===== src/rtl/div_ctrl.sv =====
// rtl/div_ctrl.sv - multi-cycle DIV/DIVU controller with restoring shift-subtract datapath
// Stalls the pipeline for 32 iterations (or 1 on divide-by-zero) and pulses ready with {HI, LO}.
module div_ctrl (
    input  logic        clk,
    input  logic        rst,
    input  logic        start,
    input  logic        signed_div,
    input  logic [31:0] opa,
    input  logic [31:0] opb,
    input  logic        cancel,
    output logic        stall_div,
    output logic        ready,
    output logic [63:0] result
);

    typedef enum logic [1:0] {IDLE, BUSY, DIVZERO, DONE} state_t;

    state_t      state;
    logic [4:0]  count;
    logic [32:0] partRem;
    logic [31:0] quo;
    logic [31:0] divisor;
    logic        signQ;
    logic        signR;

    logic [31:0] absA;
    logic [31:0] absB;
    logic [33:0] shiftRem;
    logic [33:0] diff;
    logic [32:0] stepRem;
    logic [31:0] stepQuo;
    logic [31:0] fixQuo;
    logic [31:0] fixRem;

    // 0x80000000 negates to itself, which is exactly its magnitude read as unsigned.
    always_comb begin
        absA = (signed_div && opa[31]) ? (32'd0 - opa) : opa;
        absB = (signed_div && opb[31]) ? (32'd0 - opb) : opb;
    end

    // quo starts as the dividend; its MSB shifts into the remainder as quotient bits shift in.
    always_comb begin
        shiftRem = {partRem, quo[31]};
        diff     = shiftRem - {2'b00, divisor};
        if (diff[33]) begin
            stepRem = shiftRem[32:0];
            stepQuo = {quo[30:0], 1'b0};
        end else begin
            stepRem = diff[32:0];
            stepQuo = {quo[30:0], 1'b1};
        end
        fixQuo = signQ ? (32'd0 - stepQuo) : stepQuo;
        fixRem = signR ? (32'd0 - stepRem[31:0]) : stepRem[31:0];
    end

    assign stall_div = ~cancel & (((state == IDLE) & start) | (state == BUSY) | (state == DIVZERO));
    assign ready     = ~cancel & (state == DONE);

    always_ff @(posedge clk or posedge rst) begin
        if (rst) begin
            state   <= IDLE;
            count   <= 5'd0;
            partRem <= 33'd0;
            quo     <= 32'd0;
            divisor <= 32'd0;
            signQ   <= 1'b0;
            signR   <= 1'b0;
            result  <= 64'h0;
        end else if (cancel) begin
            state <= IDLE;
        end else begin
            case (state)
                IDLE: begin
                    if (start) begin
                        quo     <= absA;
                        divisor <= absB;
                        partRem <= 33'd0;
                        count   <= 5'd0;
                        signQ   <= signed_div & (opa[31] ^ opb[31]);
                        signR   <= signed_div & opa[31];
                        state   <= (opb == 32'd0) ? DIVZERO : BUSY;
                    end
                end
                BUSY: begin
                    partRem <= stepRem;
                    quo     <= stepQuo;
                    count   <= count + 5'd1;
                    if (count == 5'd31) begin
                        result <= {fixRem, fixQuo};
                        state  <= DONE;
                    end
                end
                DIVZERO: begin
                    result <= 64'h0;
                    state  <= DONE;
                end
                default: state <= IDLE;
            endcase
        end
    end

endmodule


===== config.mk =====
export PLATFORM = sky130hd
export DESIGN_NAME = div_ctrl
export DESIGN_NICKNAME = d
export VERILOG_FILES = /design/src/rtl/div_ctrl.sv
export SDC_FILE = /design/constraint.sdc
export NUM_CORES = 1
export LEC_CHECK = 0
export CAP_MARGIN = 15
export CORE_UTILIZATION = 45
export DETAILED_ROUTE_END_ITERATION = 16
export PLACE_DENSITY = 0.66
export SLEW_MARGIN = 20
export SYNTH_ARGS = -nofsm -noshare
export SYNTH_HDL_FRONTEND = slang
export SYNTH_SLANG_ARGS = --single-unit

===== constraint.sdc =====
create_clock -name clk -period 15 [get_ports clk]
set_input_delay 3 -clock clk [delete_from_list [all_inputs] [get_ports clk]]
set_output_delay 3 -clock clk [all_outputs]
set_load 0.02 [all_outputs]

==> metrics <==
initial antenna violation count 0; hold_buf cts 0; clk buf depth 2; post-CTS sizing 0; largest net degree at the start of global routing 74; Final Max Tran Viols 0; hpwl dp 26,300 um; Post-Syn Instances 1,451; Non-Filler Instances 1,892; register area share after synthesis 34.8%; share of cells above drive strength 1 6.56%; Post-synth EDFFs 0; nets 1,656; Worst setup endpoint stall_div; Crit-path slowest cell clkdlybuf4s50_1; die area 27,800 um2; leak pwr 6.01 nW; Via Count 11,200; Final Setup Violations 0; drt pass-1 iters 5; GP Congestion 0.903; status complete, no violations; mapped cell area 12,200 um2; global route overflow 0; #FFs+latches synth 170; P&R area growth vs syn 17.4%; Syn Area/Cell 8.42 um2; setup TNS 0 ps; Port Buf Inserts 134; critical path launch point cancel; I/O pins 135; Post-synth ARST share 100%; Clock Latency Late Sink 450 ps; Critical Path AT 5030 ps; syn nets 1,564; Least-Margin Pin Slew 1050 ps; cell mode on critical path clkdlybuf4s50_1; crit start category input port; P per Cell Area 189 nW/um2; RSZ-0062 raised after global routing false; layout filler cell count 2,489; adder-cell share of the synthesized area 4.57%; DRC violations left 0; Simple-Gate Fraction of Synth Area 18.0%; TritonCTS clock tree yes; Fin. Hold Viols 0; Die Span Y 167 um; Max-Cap Viols 0; Starting DRT DRC Count 1,163; min Tclk post-route 8030 ps; clock root buffer clkbuf_16; Inserted Clock Buffers 17; Post-CTS Setup Bufs 0; R2R setup slack 8710 ps; main combinational cell family by area after synthesis compound AO/OA/AOI/OAI gates; r2r startpoint partRem[24]; TritonCTS Sinks 170; mux cell area share after synthesis 2.48%; post-synthesis compound-gate area fraction 25.7%; Worst Hold Class reg -> reg; crit end category output port; Die W 167 um; Crit Path Max Fanout 71; gr usage total 25.7%; Worst Path Required 12,000 ps; RR Endpoint result[62]; Netlist cell types 94; Routed Wire Length 35,200 um; initial cell density of the core 46.4%; CP peak stage delay 630 ps; DR vias/cell 5.93; first-pass GRT wire length 56,700 um; Post-Synth XOR/XNOR Area 9.82%; H-tree lvl count 4; maximum vdd ir drop 0.0900 mV; Core ar. 26,400 um2; warnings from Yosys 0; Post-Route Skew 18.4 ps; drt wl/cell 18.6 um; Highest Clock Rate 125 MHz; vias in the first global route 10,200; placed cell count 1,859; cell chain of the critical path clkdlybuf4s50_1, nand3b_1, buf_4, o21ai_0, clkdlybuf4s50_1; Slew HR 29.7%; Final period util 53.5%; r2r worst-path depth 18; Setup Crit Path Kind in -> out; Reg area 4250 um2; Primary FF master, synth dfrtp_1; multi-input logic area 7410 um2; antenna viol nets, final 0; Core Rows 59; Clock transition at path regs 80 ps
layout make-up:
type | instances | area share (%)
well taps | 335 | 2.92
flip-flops and latches | 170 | 29.7
clock inverters | 14 | 1.15
multi-input cells | 1151 | 51.6
clock buffers | 18 | 3.06
repair buffers | 147 | 10.0
diodes | 1 | 0.0175
inverters | 56 | 1.50
worst max-delay path, delay by kind of cell:
kind | cells | cell delay (ps)
buffers and inverters | 3 | 1680
AO/OA/AOI/OAI | 1 | 200
AND/OR/NAND/NOR | 1 | 150
layer usage:
metal  wire [um]  vias to the layer above  track usage (%)
li1            -                     5460                -
met1       17900                     5346             41.0
met2       14500                      383             35.5
met3        2400                       25             4.25
met4         390                        0             6.00
met5           0                        -                0
cell usage in the layout (no fill, tap or decap), drive strengths merged, types with 43 or more instances in the layout:
cell type,n
o21ai,185
a21oi,101
xnor2,69
clkdlybuf4s50,134
dfrtp,170
inv,66
ha,43
nor2,100
xor2,68
nand2,195
report_power, final:
group / switching (mW) / internal [mW]
clock: 0.226 / 0.244
combinational: 0.864 / 0.570
sequential: 0.184 / 0.629
total: 1.27 / 1.44
state kept, by name, summed over array words and instances, names as in the netlist:
register  flops
quo          32
partRem      33
signR         1
state         2
signQ         1
result       64
count         5
divisor      32
through the flow:
| step | worst slack [ps] | hold WS (ps) | power, mW | util (%) | cell area [um2] |
|---|---|---|---|---|---|
| after floorplan | 7400 | 445 | 1.76 | - | 12200 |
| after global placement | 6990 | 459 | 2.21 | 52.1 | 13700 |
| after detailed placement | 6960 | 471 | 2.24 | 52.1 | 13700 |
| after CTS | 6940 | 489 | 2.71 | 54.4 | 14300 |
| after global routing | 6770 | 512 | 2.91 | 54.4 | 14300 |
| final | 6970 | 482 | 2.72 | 54.4 | 14300 |
Yosys cell counts, drive strengths merged (5+ instances only):
cell	instances	area, um2
inv	56	210
or3	12	82.6
a211o	7	61.3
a21oi	101	517
a21boi	5	37.5
nand2	195	739
nor3	27	135
and3	6	38.8
mux2i	28	280
clkbuf	56	238
nor2b	5	31.3
dfrtp	170	4250
xnor2	69	604
a211oi	11	92.6
or4	13	101
nor2	100	392
nand4	11	68.8
o22ai	26	163
nor4	32	243
ha	43	538
xor2	68	596
o31ai	32	245
a31oi	12	96.3
and2	10	62.6
a22oi	6	45.0
o211ai	7	52.6
a22o	20	175
or2	12	75.1
o41ai	15	184
a21o	12	93.8
nand2b	9	56.3
o21ai	185	933
buf	16	95.1
nand3	15	75.1
worst min path at each step:
stage	start	slack (ps)	cells after the start	end
6_report	result[22]	480	2	result[22]
5_1_grt	divisor[27]	510	2	divisor[27]
4_1_cts	result[10]	490	2	result[10]
3_5_place_dp	result[10]	470	2	result[10]
3_3_place_gp	count[4]	460	2	count[4]
2_1_floorplan	count[4]	450	2	count[4]
cell families (layout without fill, tap and decap cells):
family	after synthesis	count (layout)
AO/OA/AOI/OAI	481	481
AND/OR/NAND/NOR	459	459
flip-flops	170	170
XOR/XNOR	137	137
buffers and inverters	130	235
adder cells (fa/ha/maj)	44	44
multiplexers	30	30
other	0	1
No activity file was read; power rests on OpenSTA's default activity.
